`config.mk`:
```
export PLATFORM = sky130hd
export DESIGN_NAME = multi_channel_timer
export DESIGN_NICKNAME = d
export VERILOG_FILES = /design/src/rtl/multi_channel_timer.sv
export SDC_FILE = /design/constraint.sdc
export NUM_CORES = 1
export LEC_CHECK = 0
export ABC_CLOCK_PERIOD_IN_PS = 8450
export BUFFER_PORTS_ARGS = -buffer_cell sky130_fd_sc_hd__buf_2
export CORE_UTILIZATION = 30
export CTS_CLUSTER_SIZE = 12
export DETAILED_ROUTE_END_ITERATION = 8
export SYNTH_ARGS = -nofsm -noshare
export SYNTH_HDL_FRONTEND = slang
export SYNTH_HIERARCHICAL = 1
export SYNTH_SLANG_ARGS = --single-unit
```
`constraint.sdc`:
```
create_clock -name clock -period 8.45 [get_ports clock]
set_input_delay 0.4225 -clock clock [delete_from_list [all_inputs] [get_ports clock]]
set_output_delay 0.4225 -clock clock [all_outputs]
set_load 0.01 [all_outputs]
```
`src/rtl/multi_channel_timer.sv`:
```
// NUMBER independent load/clear timer channels sharing one count-enable tick.
// Define MULTI_CHANNEL_TIMER_PRESCALE_EN to divide that tick by PRESCALE.

module multi_channel_timer_chan #(
  parameter int WIDTH = 32
) (
  input  logic             clock,
  input  logic             reset,
  input  logic             tick,
  input  logic             load,
  input  logic             clear,
  input  logic             periodic,
  input  logic [WIDTH-1:0] period,
  output logic             trigger,
  output logic             activate,
  output logic             done
);
  typedef enum logic [1:0] {IDLE, RUN, DONE} state_e;

  state_e           state_q, state_d;
  logic [WIDTH-1:0] count_q, count_d;
  logic [WIDTH-1:0] period_q, period_d;
  logic             mode_q, mode_d;
  logic             expire;

  // In RUN, period_q is never zero, so period_q-1 cannot underflow.
  assign expire   = (state_q == RUN) & tick & (count_q == period_q - WIDTH'(1));
  assign trigger  = expire & ~clear;
  assign done     = (state_q == DONE);
  assign activate = trigger | done;

  always_comb begin
    state_d  = state_q;
    count_d  = count_q;
    period_d = period_q;
    mode_d   = mode_q;
    if (load) begin
      count_d = '0;
      if (period == '0) begin
        state_d = IDLE;
      end else begin
        state_d  = RUN;
        period_d = period;
        mode_d   = periodic;
      end
    end else if (clear) begin
      state_d = IDLE;
      count_d = '0;
    end else if (expire) begin
      count_d = '0;
      if (!mode_q) state_d = DONE;
    end else if (state_q == RUN && tick) begin
      count_d = count_q + WIDTH'(1);
    end
  end

  always_ff @(posedge clock or posedge reset) begin
    if (reset) begin
      state_q  <= IDLE;
      count_q  <= '0;
      period_q <= '0;
      mode_q   <= 1'b0;
    end else begin
      state_q  <= state_d;
      count_q  <= count_d;
      period_q <= period_d;
      mode_q   <= mode_d;
    end
  end
endmodule

module multi_channel_timer #(
  parameter int NUMBER   = 4,
  parameter int WIDTH    = 32,
  parameter int PRESCALE = 1
) (
  input  logic                    clock,
  input  logic                    reset,
  input  logic                    enable,
  input  logic [NUMBER-1:0]       load,
  input  logic [NUMBER*WIDTH-1:0] period,
  input  logic [NUMBER-1:0]       periodic,
  input  logic [NUMBER-1:0]       clear,
  output logic [NUMBER-1:0]       trigger,
  output logic [NUMBER-1:0]       activate,
  output logic                    all_done
);
  logic              tick;
  logic [NUMBER-1:0] done;

  if (NUMBER < 1 || WIDTH < 2 || WIDTH > 32 || PRESCALE < 1) begin : g_bad_param
    $error("multi_channel_timer: illegal parameter set");
  end

`ifdef MULTI_CHANNEL_TIMER_PRESCALE_EN
  localparam int PW = (PRESCALE > 1) ? $clog2(PRESCALE) : 1;

  logic [PW-1:0] pre_q, pre_d;
  logic          pre_wrap;

  assign pre_wrap = (pre_q == PW'(PRESCALE - 1));
  assign tick     = enable & pre_wrap;

  always_comb begin
    pre_d = pre_q;
    if (enable) pre_d = pre_wrap ? '0 : pre_q + PW'(1);
  end

  always_ff @(posedge clock or posedge reset) begin
    if (reset) pre_q <= '0;
    else       pre_q <= pre_d;
  end
`else
  assign tick = enable;
`endif

  for (genvar i = 0; i < NUMBER; i++) begin : g_chan
    multi_channel_timer_chan #(.WIDTH(WIDTH)) u_chan (
      .clock    (clock),
      .reset    (reset),
      .tick     (tick),
      .load     (load[i]),
      .clear    (clear[i]),
      .periodic (periodic[i]),
      .period   (period[WIDTH*i +: WIDTH]),
      .trigger  (trigger[i]),
      .activate (activate[i]),
      .done     (done[i])
    );
  end

  assign all_done = &done;
endmodule

```
Word level (Yosys, flattened, before mapping)
Cells that the tools add are included.
- equal/unequal tests: 16
- add/sub/neg operators: 8
- reductions and logical operators: 25
- multiplexer cells: 36
- bitwise operators: 24
- operators by type and width (kind ; count):
    $mux W32 ; 16
    $add A32 B1 Y32 const B ; 4
    $eq A32 B32 Y1 ; 4
    $logic_not A32 Y1 ; 4
    $sub A32 B1 Y32 const B ; 4
    $mux W2 ; 16
    $reduce_and A2 Y1 ; 8
    $reduce_bool A4 Y1 ; 4
    $and A1 B1 Y1 ; 12
    $ne A3 B3 Y1 const B ; 4
    $reduce_bool A3 Y1 ; 4
    $eq A2 B1 Y1 const B ; 4
    $eq A2 B2 Y1 const B ; 4
    $not A1 Y1 ; 8
    $logic_and A1 B1 Y1 ; 4
    $mux W1 ; 4
    $or A1 B1 Y1 ; 4
    $reduce_and A4 Y1 ; 1
- logic and storage cells: 125
- register bits: 268

Depth between registers and ports, before layout
- depth after elaboration: 6
- depth in mapped cells: 12

Cells and area by module
Netlist, hierarchy kept.
- by module, submodules not included (module ; cells an instance ; seq. area each (µm²) ; instances ; area an instance (µm²)):
    multi_channel_timer_chan (g_chan[2].u_chan ...) ; 462 ; 1676.6 ; 2 ; 4475.5
    multi_channel_timer_chan (g_chan[0].u_chan ...) ; 427 ; 1676.6 ; 2 ; 4240.3
    multi_channel_timer ; 1 ; 0.0 ; 1 ; 8.8

Least setup slack after synthesis
No wires, ideal clock.
- path kind: register to output
- from: register g_chan[2].u_chan.period_q[0]
- to: output port trigger[2]
- arrival: 2.957 ns
- slack: 5.070 ns
- buffers on the path: 1
- data required time: 8.028 ns
- stages on the path, launching flop included: 11
- cells stage by stage: dfrtp_1 > inv_1 > ha_1 > clkbuf_1 > o21ba_2 > a22oi_1 > nor2_1 > or4bb_1 > or4b_1 > or4b_1 > nor3_2
- cells in the longest elaborated chain, start to end: 4
- ends and longest elaborated chain (item ; line ; source):
    from (decl) ; 22 ; logic [WIDTH-1:0] period_q, period_d;
    from (signal assigned) ; 66 ; period_q <= period_d;
    $sub A32 B1 Y32 ; 27 ; assign expire = (state_q == RUN) & tick & (count_q == period_q - WIDTH'(1));
    $eq A32 B32 Y1 ; 27 ;
    $and A1 B1 Y1 ; 27 ;
    $and A1 B1 Y1 ; 28 ; assign trigger = expire & ~clear;
    to (decl) ; 84 ; output logic [NUMBER-1:0] trigger,
Every way passes these cells.

Final worst setup path
- from: register g_chan[0].u_chan.period_q[6]
- to: output port activate[0]
- cells in the longest elaborated chain, start to end: 5
- ends and longest elaborated chain (item ; line ; source):
    from (decl) ; 22 ;
    from (signal assigned) ; 66 ;
    $sub A32 B1 Y32 ; 27 ;
    $eq A32 B32 Y1 ; 27 ;
    $and A1 B1 Y1 ; 27 ;
    $and A1 B1 Y1 ; 28 ;
    $or A1 B1 Y1 ; 30 ; assign activate = trigger | done;
    to (decl) ; 85 ; output logic [NUMBER-1:0] activate,
Every way passes these cells.

==> reports/results.md <==
| Parameter | Value | Unit |
| --- | --- | --- |
| FF+latch area | 0.006706 | sq mm |
| Main area contributors after synthesis | sky130_fd_sc_hd__dfrtp_1 38%, sky130_fd_sc_hd__mux2_2 8.4%, sky130_fd_sc_hd__xnor2_1 7.0% | - |
| Share of cell area taken by muxes after synthesis | 9.312 | % |
| Final Hold Vio Count | 0 | - |
| CP Data Arrival Time | 3.99 | ns |
| Number of maximum-capacitance constraint violations | 0 | - |
| Proportion of layout cells with a drive suffix above 1 | 24.36 | % |
| Maximum fanout count along the critical path | 7 | - |
| Number of standard cells in the final layout excluding fillers | 2674 | - |
| Latest clock arrival within the worst-skew pair | 0.54 | ns |
| Post-route fraction of the period consumed by the critical path | 52.25 | % |
| Initial antenna violation count | 1 | - |
| Post-Route Utilization | 34.68 | % |
| Crit end category | primary output | - |
| Worst slack after detailed placement | 4.580 | ns |
| Final HPWL from detailed placement | 34450 | um |
| Number of I/O pins | 152 | - |
| Number of sinks driven by the clock tree | 268 | - |
| Average size of a mapped cell | 9.804 | sq um |
| Effective utilization at floorplan | 30.29 | % |
| Pin count of the biggest net entering global routing | 68 | - |
| RD Place Congestion | 0.9433 | - |
| Cell with the largest stage delay on the worst path | sky130_fd_sc_hd__or4_1 | - |
| First-pass GRT wire length | 76810 | um |
| Largest family of logic cells by synthesized area | simple AND/OR/NAND/NOR gates | - |
| Total die area | 0.05910 | sq mm |
| Buffers inserted by post-CTS timing repair | 0 | - |
| Maximum buffer depth of the clock tree | 3 | - |
| Post-CTS sizing | 0 | - |
| TritonCTS clock tree | yes | - |
| Worst relative slew slack | 22.65 | % |
| Pin slew with the least headroom to its limit | 1.131 | ns |
| Setup skew after layout | 0.01955 | ns |
| PD cells | 170.2 | mW/mm^2 |
| GRT Max-Usage Layer | met2 | - |
| Clock group share of total power | 44.3 | % |
| Dpl cells | 2611 | - |
| Setup repair after global routing missed its margin | no | - |
| Fraction of the mapped netlist area in adder cells | 0.5739 | % |
| Quantity of hold-fixing buffers added after cts | 0 | - |
| Synth Area in Compound Gates | 9.097 | % |
| Wire length reported by the detailed router | 46690 | um |
| Port Buffers | 151 | - |
| Highest ir drop seen on vdd | 0.0001218 | V |
| Net Sw Power | 0.9550 | mW |
| Share of synthesized flip-flops with an asynchronous set or reset | 100.0 | % |
| Shortest clock period the worst path allows after layout | 4.415 | ns |
| Count of pins over their slew limit | 0 | - |
| Sequential element share of the synthesized area | 38.45 | % |
| Yosys Warn Count | 6 | - |
| Die Ht | 243.1 | um |
| Tot GR Track Use | 15.84 | % |
| Clock-pin slew on the worst setup and hold paths | 0.05 | ns |
| Count of antenna diodes in the layout | 0 | - |
| Largest stage delay on the critical path | 0.53 | ns |
| Area growth syn-to-layout | 14.50 | % |
| Number of flops mapped to enable cells by yosys | 0 | - |
| Data required time of the worst path | 8.03 | ns |
| Fraction of met3 tracks used by global routing | 2.101 | % |
| Number of DRC markers in iteration 0 | 971 | - |
| Finish-stage setup viols | 0 | - |
| Met1 demand-to-capacity share in global routing | 21.43 | % |
| Leading register cell type out of synthesis | sky130_fd_sc_hd__dfrtp_1 | - |
| Number of buffers created by CTS | 36 | - |
| Remaining global-route overflow | 0 | - |
| Simple-gate portion of the synthesized area | 25.19 | % |
| Area share of the leading cell type in the synthesized netlist | 38.45 | % |
| Routed wire per std cell | 17.46 | um |
| Filler Cell Count | 5838 | - |
| Area share of xor/xnor cells in the synthesized design | 13.92 | % |
| Clock H-tree levels | 2 | - |
| Antenna-violating nets left | 0 | - |
| Mean number of vias per cell | 5.305 | - |
| Vias in the first global route | 13970 | - |
| Lkg Pwr | 7.548 | nW |
| Power, Total | 3.398 | mW |
| Smallest setup slack after layout | 4.035 | ns |
| Total vias in the final route | 14190 | - |
| Die Span X | 243.1 | um |
| Run status | completed | - |
| Rows | 88 | - |
| Multi-input gate area | 0.01015 | sq mm |
| Synth area leader | sky130_fd_sc_hd__dfrtp_1 | - |
| First-pass detailed-route iteration total | 5 | - |
| Timing-limited maximum frequency | 226.5 | MHz |
| Synthesized Nets | 1930 | - |
| Gate Count Post-Synth | 1779 | - |
| Critical path start-end classification | reg -> out | - |
| Library cell used as clock root buffer | sky130_fd_sc_hd__clkbuf_16 | - |
| Mapped cell area | 0.01744 | sq mm |
| Sequential share of power | 43.5 | % |
| Worst Hold Class | in -> reg | - |
| Switching Share | 28.10 | % |
| Total of flip-flops plus latches after synthesis | 268 | - |
| Cell internal power dissipation | 2.443 | mW |
| Setup total negative slack | 0 | ns |
| Number of nets in the layout | 2035 | - |
| Count of unresolved DRC violations after routing | 0 | - |
| Gate power share | 12.2 | % |
| Type of origin of the critical path | register | - |
| Cell Chain, Critical Path | nor4_4 -> nand4_2 -> o31a_1 -> nor4_1 -> nand4b_1 -> or4_1 -> or3_1 -> o21bai_1 -> buf_2 | - |
| Met2 Resource Use GR | 26.15 | % |
| Core area | 0.05759 | sq mm |
| Number of library cell types mapped by synthesis | 76 | - |
## metal layers
layer  share of wire (%)  vias to the layer above
li1                    -                     6778
met1                  47                     7020
met2                  47                      323
met3                 3.9                       65
met4                 2.1                        0
met5                   0                        -
## synthesized netlist by cell type, types with 17 or more instances
master and n:
sky130_fd_sc_hd__a211oi_1 58, sky130_fd_sc_hd__a21oi_1 28, sky130_fd_sc_hd__and3_1 40, sky130_fd_sc_hd__and4_1 17, sky130_fd_sc_hd__clkbuf_1 64, sky130_fd_sc_hd__dfrtp_1 268
sky130_fd_sc_hd__inv_1 34, sky130_fd_sc_hd__mux2_2 130, sky130_fd_sc_hd__nand2_1 108, sky130_fd_sc_hd__nand3_1 74, sky130_fd_sc_hd__nand4_1 66, sky130_fd_sc_hd__nor2_1 96
sky130_fd_sc_hd__nor2_2 60, sky130_fd_sc_hd__nor3_1 44, sky130_fd_sc_hd__nor4_1 90, sky130_fd_sc_hd__o21ai_0 26, sky130_fd_sc_hd__xnor2_1 140, sky130_fd_sc_hd__xor2_1 132
## through the flow
| stage | instance area (sq um) | hold WS, ns |
|---|---|---|
| 6_report | 19970 | 0.1164 |
| 5_1_grt | 19970 | 0.1018 |
| 4_1_cts | 19970 | 0.08033 |
| 3_5_place_dp | 18810 | 0.5156 |
| 3_3_place_gp | 18810 | 0.5104 |
| 2_1_floorplan | 17440 | 0.4798 |
## cells by family (layout without fill, tap and decap cells)
| kind of cell | count (synthesis) | in the layout |
|---|---|---|
| AOI/OAI and AO/OA | 220 | 220 |
| xor gates and xnor gates | 274 | 274 |
| adders and majority gates | 8 | 8 |
| buffers and inverters | 132 | 262 |
| DFF | 268 | 268 |
| muxes | 146 | 146 |
| and+or+nand+nor | 731 | 731 |
## worst paths after layout
check / from / endpoint / slack (ns) / depth (start not counted)
max in group asynchronous: reset / g_chan[0].u_chan/count_q[23] / 7.65 / 3
min: periodic[1] / g_chan[1].u_chan/mode_q / 0.12 / 2
min in group asynchronous: reset / g_chan[0].u_chan/state_q[1] / 0.20 / 3
max: g_chan[0].u_chan/period_q[6] / activate[0] / 4.03 / 9
min reg2reg: g_chan[3].u_chan/state_q[1] / g_chan[3].u_chan/state_q[1] / 0.53 / 1
max reg2reg: g_chan[1].u_chan/period_q[2] / g_chan[1].u_chan/count_q[29] / 4.57 / 9
## power by group through the flow
stage / Sequential, mW / Combinational (mW) / Clock (mW)
floorplan: 1.43 / 0.337 / 0
global placement: 1.50 / 0.405 / 0
detailed placement: 1.50 / 0.414 / 0
CTS: 1.48 / 0.417 / 1.57
global route: 1.49 / 0.459 / 1.62
finish: 1.48 / 0.414 / 1.51
## area by class of cell
type                    count  area share, %
inverters                  34         0.6391
repair buffers            165          4.311
well taps                 765          4.793
flip-flops and latches    268          33.58
clock inverters            17         0.8208
multi-input cells        1379          50.85
clock buffers              46          5.006
## placed cells by master, fill, tap and decap left out, types with 16 or more instances in the layout
master                      Yosys  final
sky130_fd_sc_hd__a211oi_1      58     58
sky130_fd_sc_hd__a21oi_1       28     28
sky130_fd_sc_hd__and3_1        40     40
sky130_fd_sc_hd__and4_1        17     17
sky130_fd_sc_hd__buf_2         16    151
sky130_fd_sc_hd__clkbuf_16      0     37
sky130_fd_sc_hd__dfrtp_1      268    268
sky130_fd_sc_hd__inv_1         34     30
sky130_fd_sc_hd__mux2_2       130    130
sky130_fd_sc_hd__mux2i_1       16     16
sky130_fd_sc_hd__nand2_1      108    108
sky130_fd_sc_hd__nand3_1       74     74
sky130_fd_sc_hd__nand3b_1      16     16
sky130_fd_sc_hd__nand4_1       66     66
sky130_fd_sc_hd__nor2_1        96     96
sky130_fd_sc_hd__nor2_2        60     60
sky130_fd_sc_hd__nor3_1        44     44
sky130_fd_sc_hd__nor4_1        90     90
sky130_fd_sc_hd__o21ai_0       26     26
sky130_fd_sc_hd__xnor2_1      140    140
sky130_fd_sc_hd__xor2_1       132    132
## registers in the layout, indices dropped and copies added (netlist names)
register and count:
g_chan.u_chan/period_q 128, g_chan.u_chan/state_q 8, g_chan.u_chan/count_q 128, g_chan.u_chan/mode_q 4
## critical path, delay by kind of cell (launching register included)
family	cells	cell delay (ns)
AND/OR/NAND/NOR	6	2.24
AO/OA/AOI/OAI	2	0.57
flip-flops	1	0.49
buffers and inverters	1	0.15
Note: power is estimated with default switching activity, not from simulation.
